--- src/rtl/ift_egress_guard_if.sv ---
// Stream bundle for the egress guard: tainted word input plus sanitised word output.
// Carries the two valid/ready handshakes; the guard uses the slave modport.
// in_*: upstream word + taint flag; out_*: forwarded untainted word (no taint).
interface ift_egress_guard_if #(
  parameter int WIDTH = 8
);
  logic             in_valid;
  logic             in_ready;
  logic [WIDTH-1:0] in_data;
  logic             in_taint;
  logic             out_valid;
  logic             out_ready;
  logic [WIDTH-1:0] out_data;

  modport master (
    output in_valid, in_data, in_taint, out_ready,
    input  in_ready, out_valid, out_data
  );

  modport slave (
    input  in_valid, in_data, in_taint, out_ready,
    output in_ready, out_valid, out_data
  );
endinterface

--- src/rtl/ift_egress_guard.sv ---
// Purpose: egress sanitiser; buffers {taint,data}, forwards clean words, drops and counts tainted ones.
// Latency: 2 edges minimum (FIFO write, then head load into the output register).
// Backpressure: in_ready low when FIFO full or locked; out_data held while out_valid && !out_ready.
// Ports: clk, rst_n (async active-low); io (slave stream bundle); alarm_clr (pulse);
//        leak_cnt (saturating drop count), alarm (sticky), locked (FSM in LOCK).
module ift_egress_guard #(
  parameter int WIDTH       = 8,
  parameter int DEPTH       = 4,
  parameter int LOCK_THRESH = 3
) (
  input  logic                clk,
  input  logic                rst_n,
  ift_egress_guard_if.slave   io,
  input  logic                alarm_clr,
  output logic [7:0]          leak_cnt,
  output logic                alarm,
  output logic                locked
);
  localparam int AW = $clog2(DEPTH);

  typedef enum logic {RUN = 1'b0, LOCK = 1'b1} state_t;

  state_t           state, state_nxt;
  logic [WIDTH:0]   mem [DEPTH];
  logic [AW:0]      wr_ptr, rd_ptr;
  logic [WIDTH:0]   head;
  logic             empty, full, push, head_ok, pop_clean, pop_taint, pop;
  logic             out_valid_q;
  logic [WIDTH-1:0] out_data_q;
  logic [7:0]       leak_nxt;
  logic             alarm_nxt;

  // Extra pointer MSB tells full (MSBs differ) from empty (pointers equal).
  assign empty = (wr_ptr == rd_ptr);
  assign full  = (wr_ptr[AW] != rd_ptr[AW]) && (wr_ptr[AW-1:0] == rd_ptr[AW-1:0]);
  assign head  = mem[rd_ptr[AW-1:0]];

  assign io.in_ready  = !full && (state == RUN);
  assign push         = io.in_valid && io.in_ready;
  assign io.out_valid = out_valid_q;
  assign io.out_data  = out_data_q;
  assign locked       = (state == LOCK);

  // Tainted heads are discarded regardless of the output register; clean heads
  // only move when the output register is free or draining this cycle.
  assign head_ok   = (state == RUN) && !empty;
  assign pop_taint = head_ok && head[WIDTH];
  assign pop_clean = head_ok && !head[WIDTH] && (!out_valid_q || io.out_ready);
  assign pop       = pop_clean || pop_taint;

  always_ff @(posedge clk) begin
    if (push) mem[wr_ptr[AW-1:0]] <= {io.in_taint, io.in_data};
  end

  always_ff @(posedge clk or negedge rst_n) begin
    if (!rst_n) begin
      wr_ptr <= '0;
      rd_ptr <= '0;
    end else begin
      if (push) wr_ptr <= wr_ptr + (AW+1)'(1);
      if (pop)  rd_ptr <= rd_ptr + (AW+1)'(1);
    end
  end

  always_ff @(posedge clk or negedge rst_n) begin
    if (!rst_n) begin
      out_valid_q <= 1'b0;
      out_data_q  <= '0;
    end else if (pop_clean) begin
      out_valid_q <= 1'b1;
      out_data_q  <= head[WIDTH-1:0];
    end else if (out_valid_q && io.out_ready) begin
      out_valid_q <= 1'b0;
    end
  end

  // A discard coinciding with a clear counts as the first leak after the clear.
  always_comb begin
    leak_nxt  = leak_cnt;
    alarm_nxt = alarm;
    state_nxt = state;
    if (pop_taint) begin
      leak_nxt  = alarm_clr ? 8'd1 : ((leak_cnt == 8'hFF) ? leak_cnt : leak_cnt + 8'd1);
      alarm_nxt = 1'b1;
    end else if (alarm_clr) begin
      leak_nxt  = 8'd0;
      alarm_nxt = 1'b0;
    end
    case (state)
      RUN:     if (leak_nxt >= 8'(LOCK_THRESH)) state_nxt = LOCK;
      LOCK:    if (alarm_clr) state_nxt = RUN;
      default: state_nxt = RUN;
    endcase
  end

  always_ff @(posedge clk or negedge rst_n) begin
    if (!rst_n) begin
      state    <= RUN;
      leak_cnt <= 8'd0;
      alarm    <= 1'b0;
    end else begin
      state    <= state_nxt;
      leak_cnt <= leak_nxt;
      alarm    <= alarm_nxt;
    end
  end
endmodule
--- src/flat_wrapper.sv ---
// flat-port wrapper written by rule: the top's interface ports become plain ports
module ift_egress_guard_flat 
#(
  parameter int WIDTH       = 8,
  parameter int DEPTH       = 4,
  parameter int LOCK_THRESH = 3
)
  (clk, rst_n, alarm_clr, leak_cnt, alarm, locked, io_in_valid, io_in_data, io_in_taint, io_out_ready, io_in_ready, io_out_valid, io_out_data);
  ift_egress_guard_if #(.WIDTH(WIDTH)) io_i ();
  input  logic clk;
  input  logic rst_n;
  input  logic alarm_clr;
  output logic [7:0] leak_cnt;
  output logic alarm;
  output logic locked;
  input wire logic [$bits(io_i.in_valid)-1:0] io_in_valid;
  input wire logic [$bits(io_i.in_data)-1:0] io_in_data;
  input wire logic [$bits(io_i.in_taint)-1:0] io_in_taint;
  input wire logic [$bits(io_i.out_ready)-1:0] io_out_ready;
  output wire logic [$bits(io_i.in_ready)-1:0] io_in_ready;
  output wire logic [$bits(io_i.out_valid)-1:0] io_out_valid;
  output wire logic [$bits(io_i.out_data)-1:0] io_out_data;
  assign io_i.in_valid = io_in_valid;
  assign io_i.in_data = io_in_data;
  assign io_i.in_taint = io_in_taint;
  assign io_i.out_ready = io_out_ready;
  assign io_in_ready = io_i.in_ready;
  assign io_out_valid = io_i.out_valid;
  assign io_out_data = io_i.out_data;
  ift_egress_guard #(.WIDTH(WIDTH), .DEPTH(DEPTH), .LOCK_THRESH(LOCK_THRESH)) u_core (.clk(clk), .rst_n(rst_n), .io(io_i), .alarm_clr(alarm_clr), .leak_cnt(leak_cnt), .alarm(alarm), .locked(locked));
endmodule
--- config.mk ---
export PLATFORM = sky130hd
export DESIGN_NAME = ift_egress_guard_flat
export DESIGN_NICKNAME = d
export VERILOG_FILES = /design/src/rtl/ift_egress_guard_if.sv /design/src/rtl/ift_egress_guard.sv /design/src/flat_wrapper.sv
export SDC_FILE = /design/constraint.sdc
export NUM_CORES = 1
export LEC_CHECK = 0
export ABC_AREA = 1
export CORE_MARGIN = 5
export CORE_UTILIZATION = 40
export DETAILED_ROUTE_END_ITERATION = 8
export MAX_ROUTING_LAYER = met4
export PLACE_DENSITY_LB_ADDON = 0.15
export SETUP_SLACK_MARGIN = 0.2
export SYNTH_ARGS = -nofsm -noshare
export SYNTH_HDL_FRONTEND = slang
export SYNTH_SLANG_ARGS = --single-unit
--- constraint.sdc ---
create_clock -name clk -period 3.18 [get_ports clk]
set_input_delay 0.318 -clock clk [delete_from_list [all_inputs] [get_ports clk]]
set_output_delay 0.318 -clock clk [all_outputs]
set_load 0.03 [all_outputs]
After elaboration in Yosys (flattened, before gate mapping)
Memory sizes are Yosys's and may differ from the RTL's.
Cells that the tools add are included.
W data, S select, Z words.

cells by class
  add/subtract/negate cells = 3
  eq/ne operators = 4
  bitwise logic cells = 1
  reduce and logical (&&, ||, !) cells = 16
  $lt $le $gt $ge = 1
  multiplexer cells = 13

operator list
  kind                   number
  $mux W8                4
  $add A8 B1 Y8 const B  1
  $eq A8 B8 Y1 const B   1
  $ge A8 B2 Y1 const B   1
  $logic_and A1 B1 Y1    8
  $mux W1                8
  $add A3 B1 Y3 const B  2
  $logic_not A1 Y1       4
  $reduce_bool A2 Y1     2
  $eq A3 B3 Y1           1
  $eq A2 B2 Y1           1
  $logic_or A1 B1 Y1     2
  $pmux W1 S2            1
  $ne A1 B1 Y1           1
  $not A1 Y1             1

word-level totals
  output and inout port bits = 20
  bits in writable memories = 36
  logic and storage cells = 46
  input bits = 14
  memories = 1
  flip-flop bits (word level) = 25

memories
  name        words  width  rd ports  clocked after memory_dff  write ports  line                    source
  u_core.mem  4      9      1         0                         1            ift_egress_guard.sv:24  logic [WIDTH:0] mem [DEPTH];

Logic depth before layout (Yosys ltp)
  depth in word-level cells = 8
  gate-level depth with buffers = 14
  mapped depth without buffers = 14

Least setup slack after synthesis
Ideal clock, no wire load.

  path type = register to register
  start point = reg u_core.state (netlist: u_core.locked)
  end point = mem u_core.mem[3][0] (netlist name), enable pin
  setup time = 0.377 ns
  arrival time = 1.658 ns
  stages on the path, launching flop included = 6
  slack = 1.145 ns
  clock period less this slack = 2.035 ns
  data required time = 2.803 ns
  buffers on the path = 0
  cell sequence = dfrtp_1 -> inv_1 -> o21ai_1 -> inv_1 -> nand2_2 -> nor2_1

between the ends
  cells in the longest elaborated chain, start to end = 5

ends and longest elaborated chain
  element                        line                     source
  from (decl)                    ift_egress_guard.sv:23   state_t state, state_nxt;
  from (signal assigned)         ift_egress_guard.sv:102  state <= state_nxt;
  $not A1 Y1                     ift_egress_guard.sv:38   assign io.in_ready = !full && (state == RUN);
  $logic_and A1 B1 Y1            ift_egress_guard.sv:38
  named net io_in_ready          flat_wrapper.sv:20       output wire logic [$bits(io_i.in_ready)-1:0] io_in_ready;
  $logic_and A1 B1 Y1            ift_egress_guard.sv:39   assign push = io.in_valid && io.in_ready;
  $mux W1                        ift_egress_guard.sv:52   if (push) mem[wr_ptr[AW-1:0]] <= {io.in_taint, io.in_data};
  $mux W1 (implied by the code)  ift_egress_guard.sv:52
  to (decl)                      ift_egress_guard.sv:24

The timed path passes the listed nets, and every way through them passes these cells.

Worst setup path in the final report
  start point = reg u_core.rd_ptr[1]
  end point = out io_in_ready

between the ends
  cells in the longest elaborated chain, start to end = 4

ends and longest elaborated chain
  element                 line                    source
  from (decl)             ift_egress_guard.sv:25  logic [AW:0] wr_ptr, rd_ptr;
  from (signal assigned)  ift_egress_guard.sv:61  if (pop) rd_ptr <= rd_ptr + (AW+1)'(1);
  $eq A2 B2 Y1            ift_egress_guard.sv:35  assign full = (wr_ptr[AW] != rd_ptr[AW]) && (wr_ptr[AW-1:0] == rd_ptr[AW-1:0]);
  $logic_and A1 B1 Y1     ift_egress_guard.sv:35
  $logic_not A1 Y1        ift_egress_guard.sv:38
  $logic_and A1 B1 Y1     ift_egress_guard.sv:38
  to (decl)               flat_wrapper.sv:20

No other way between the ends.

==> out/qor.txt <==
POWER
----------------------------------------------------------------------------------------
Power density relative to cell area                                           964 nW/µm²
IR drop worst, VDD                                                              0.402 mV
Internal cell power                                                              2070 µW
Reg power frac                                                                     0.336
Share of power burned in combinational logic                                       0.446
Psw                                                                              1420 µW
Clock network power share                                                          0.218
Switching share of power                                                           0.407
Pleak                                                                         0.00155 µW

STA
----------------------------------------------------------------------------------------
Total of endpoints with negative setup slack in the final report                       0
Ratio of final minimum period to clock period                                      0.794
Post-layout min period                                                           2.52 ns
Setup slack of the critical path after layout                                   0.656 ns
Endpoints failing hold                                                                 0
RSZ-0062 raised after global routing                                               false
Worst clock skew                                                              0.00702 ns
Max-slew headroom at the worst pin                                                 0.750
Pins over their slew limit                                                             0
Maximum operating frequency                                                      396 MHz
Worst Max-Slew Pin Slew                                                         0.374 ns
Post-route setup TNS                                                                0 ns

DETAILED ROUTING
----------------------------------------------------------------------------------------
Routed Antenna Nets                                                                    0
Detailed-route via count                                                            2061
DRC violations left                                                                    0
Detailed Routing Iterations Pass 1                                                     4
Avg Vias per Cell                                                                   4.67
Mean routed wirelength per cell                                                  12.7 µm
Count of routing violations after the opening detailed-route iteration                98
Wirelength, routed                                                               5.61 mm

LOGIC SYNTHESIS
----------------------------------------------------------------------------------------
Post-Syn Instances                                                                   293
Number of register bits inferred by synthesis                                         61
Synth top cells by count                                                    63 x nand2_1, 38 x nor2_1, 36 x edfxtp_1, 30 x inv_1, 25 x dfrtp_1
Post-synthesis cell area                                                        2940 µm²
Most used flip-flop cell after synthesis                                        edfxtp_1
Sequential cell area fraction in the yosys report                                  0.580
Distinct cell type count after synthesis                                              30
Area fraction of the dominant cell type after synthesis                            0.367
Number of enable-type register cells in the synthesized netlist                       36
Post-synthesis cell type with the largest combined area                         edfxtp_1
Async SR Flop Fraction                                                             0.410
Net count after synthesis                                                            313
Count leader, synth                                                              nand2_1
Average footprint of a synthesized cell                                         10.0 µm²
Top cells by area in the synthesized netlist                                edfxtp_1 37%, dfrtp_1 21%, nand2_1 8.0%
Yosys warnings                                                                         0

CLOCK TREE
----------------------------------------------------------------------------------------
Clock slew at the register clock pins of the worst setup and hold paths          0.07 ns
Number of sinks driven by the clock tree                                              61
CTS tree                                                                            done
CTS Hold Buffers Added                                                                 0
Clock insertion delay at the later pin of the skew report                        0.33 ns
CTS Buf Count                                                                          9
CTS HTree Levels                                                                       3
CTS root buf                                                                    clkbuf_8
Number of gates given a new drive strength after cts                                   0
Buffer depth of the longest clock path                                                 2
Setup Fix Bufs, Post-CTS                                                               0

CELLS AND AREA
----------------------------------------------------------------------------------------
Number of nets at the end of the flow                                                357
Area added between synthesis and finish                                            22.8%
Layout filler cell count                                                             683
Reg area                                                                        1710 µm²
Number of antenna cells inserted                                                       0
Layout cell share with drive strength beyond 1                                     0.164
Area used by multi-input combinational logic                                    1040 µm²

DIE
----------------------------------------------------------------------------------------
Number of top-level design ports                                                      34
Overall die area                                                                9180 µm²
Floorplan die height                                                             95.8 µm
Starting utilization of the core area                                              0.408
Area of the core region                                                         7210 µm²
Num rows                                                                              31
Die W                                                                            95.8 µm

SETUP PATH
----------------------------------------------------------------------------------------
Depth of the worst register-to-register path                                          10
Required time at the endpoint of the critical path                               2.86 ns
Setup CP Type                                                                 reg -> out
Critical path depth                                                                    8
Peak per-stage delay on the critical path                                        0.59 ns
CP Capture Type                                                               output pin
CP max-delay cell                                                           clkdlybuf4s50_1
Maximum fanout along the worst path                                                   12
Critical path cell sequence                                                 buf_4, inv_1, nand2_1, nand2_2, nand2_1, o21ai_1, inv_1, clkdlybuf4s50_1
Category of cells accounting for the largest share of critical-path delay   buffers and inverters
Worst endpoint data arrival time                                                 2.21 ns
Critical Path Source Type                                                      flip-flop
Buffering stage count on the worst path with inverters included                        4

GLOBAL ROUTE
----------------------------------------------------------------------------------------
Number of antenna violations at the first check in global routing                      0
Overall overflow remaining after global route                                          0
Global routing usage summed across all routing layers                              0.144
Via count of the first global-routing pass                                          2019
Maximum number of pins on one net before global-route repair                          26
First-pass GRT wire length                                                       9.67 mm

STATUS
----------------------------------------------------------------------------------------
Outcome                                                                     finished, final reports clean

HOLD PATH
----------------------------------------------------------------------------------------
Type of the most critical hold path                                          in -> async

PLACE
----------------------------------------------------------------------------------------
Quantity of I/O buffers inserted on ports                                             33
Half-perimeter wire length after detailed placement                              3.93 mm
Post-Place Setup Slack                                                          0.985 ns
Placer's final routability congestion estimate                                     0.770

JOB
----------------------------------------------------------------------------------------
Max-capacitance violation count                                                        0

[cells in the final DEF, fill, tap and decap left out, types with 2 or more instances in the layout]
cell type | netlist | final
a21oi_1 | 4 | 4
buf_4 | 2 | 9
bufinv_16 | 0 | 2
clkbuf_8 | 0 | 9
clkdlybuf4s50_1 | 0 | 33
dfrtp_1 | 25 | 25
edfxtp_1 | 36 | 36
ha_1 | 6 | 6
inv_1 | 30 | 30
inv_2 | 4 | 4
inv_6 | 0 | 2
nand2_1 | 63 | 63
nand2_2 | 11 | 11
nand2_4 | 5 | 5
nand3_1 | 13 | 13
nand3_2 | 3 | 3
nand3_4 | 3 | 3
nor2_1 | 38 | 38
nor2_4 | 2 | 2
o21ai_0 | 20 | 20
o22ai_1 | 8 | 8
xor2_1 | 4 | 4
[per-layer routing]
layer / GRT usage / part of all wire
met1: 0.172 / 0.45
met5: - / 0
met3: 0.0352 / 0.051
met4: 0.0640 / 0.012
met2: 0.231 / 0.49
[state kept, by name (all words and copies together) (netlist names)]
name	cells
u_core.io.out_valid	1
u_core.locked	1
u_core.rd_ptr	3
u_core.leak_cnt	8
u_core.mem	36
u_core.alarm	1
u_core.wr_ptr	3
u_core.io.out_data	8
[final cells by class]
cell class | instances | share of cell area
timing repair buffer | 42 | 0.110
multi-input combinational | 189 | 0.287
sequential | 61 | 0.472
clock inverter | 7 | 0.0270
clock buffer | 9 | 0.0343
inverter | 34 | 0.0353
tap | 99 | 0.0343
[power by group through the flow]
| stage | logic (µW) | registers, µW | clock network [µW] |
|---|---|---|---|
| floorplan | 1010 | 1330 | 0 |
| global placement | 1560 | 1190 | 0 |
| detailed placement | 1580 | 1190 | 0 |
| CTS | 1590 | 1170 | 780 |
| global route | 1760 | 1200 | 823 |
| finish | 1550 | 1170 | 758 |
[worst reg2reg max path, delay by kind of cell (launching register included)]
family / cells / cell delay [ns]
xor gates and xnor gates: 1 / 0.16
DFF: 1 / 0.36
buffers and inverters: 4 / 0.77
and+or+nand+nor: 4 / 0.44
AOI/OAI and AO/OA: 1 / 0.14
[kinds of logic after synthesis]
| kind of cell | Yosys count | share of synthesized area |
|---|---|---|
| simple gates | 143 | 0.247 |
| flops | 61 | 0.580 |
| buf+inv | 43 | 0.0680 |
| compound gates | 35 | 0.0650 |
| fa+ha+maj | 6 | 0.0255 |
| xor+xnor | 5 | 0.0149 |
[through the flow]
| step | utilization | total power [µW] | cell area [µm²] | hold slack, ns | std cells |
|---|---|---|---|---|---|
| 2_1_floorplan | - | 2340 | 2940 | 0.0224 | 293 |
| 3_3_place_gp | 0.470 | 2750 | 3390 | 0.456 | 425 |
| 3_5_place_dp | 0.470 | 2770 | 3390 | 0.463 | 425 |
| 4_1_cts | 0.501 | 3540 | 3610 | 0.352 | 441 |
| 5_1_grt | 0.501 | 3780 | 3610 | 0.383 | 441 |
| 6_report | 0.501 | 3490 | 3610 | 0.351 | 441 |
[final timing paths]
check / from / endpoint / slack (ns)
setup / recovery: u_core.rd_ptr[1]$_DFFE_PN0P_ / io_in_ready / 0.66
hold / removal: rst_n / u_core.leak_cnt[6]$_DFF_PN0_ / 0.35
setup reg to reg: u_core.rd_ptr[0]$_DFFE_PN0P_ / u_core.rd_ptr[2]$_DFFE_PN0P_ / 1.18
hold reg to reg: u_core.io.out_data[5]$_DFFE_PN0P_ / u_core.io.out_data[5]$_DFFE_PN0P_ / 0.47
max in group asynchronous: rst_n / u_core.io.out_data[6]$_DFFE_PN0P_ / 2.56
min in group clk: u_core.io.out_data[5]$_DFFE_PN0P_ / u_core.io.out_data[5]$_DFFE_PN0P_ / 0.47
Power figures use the tool's default switching activity.
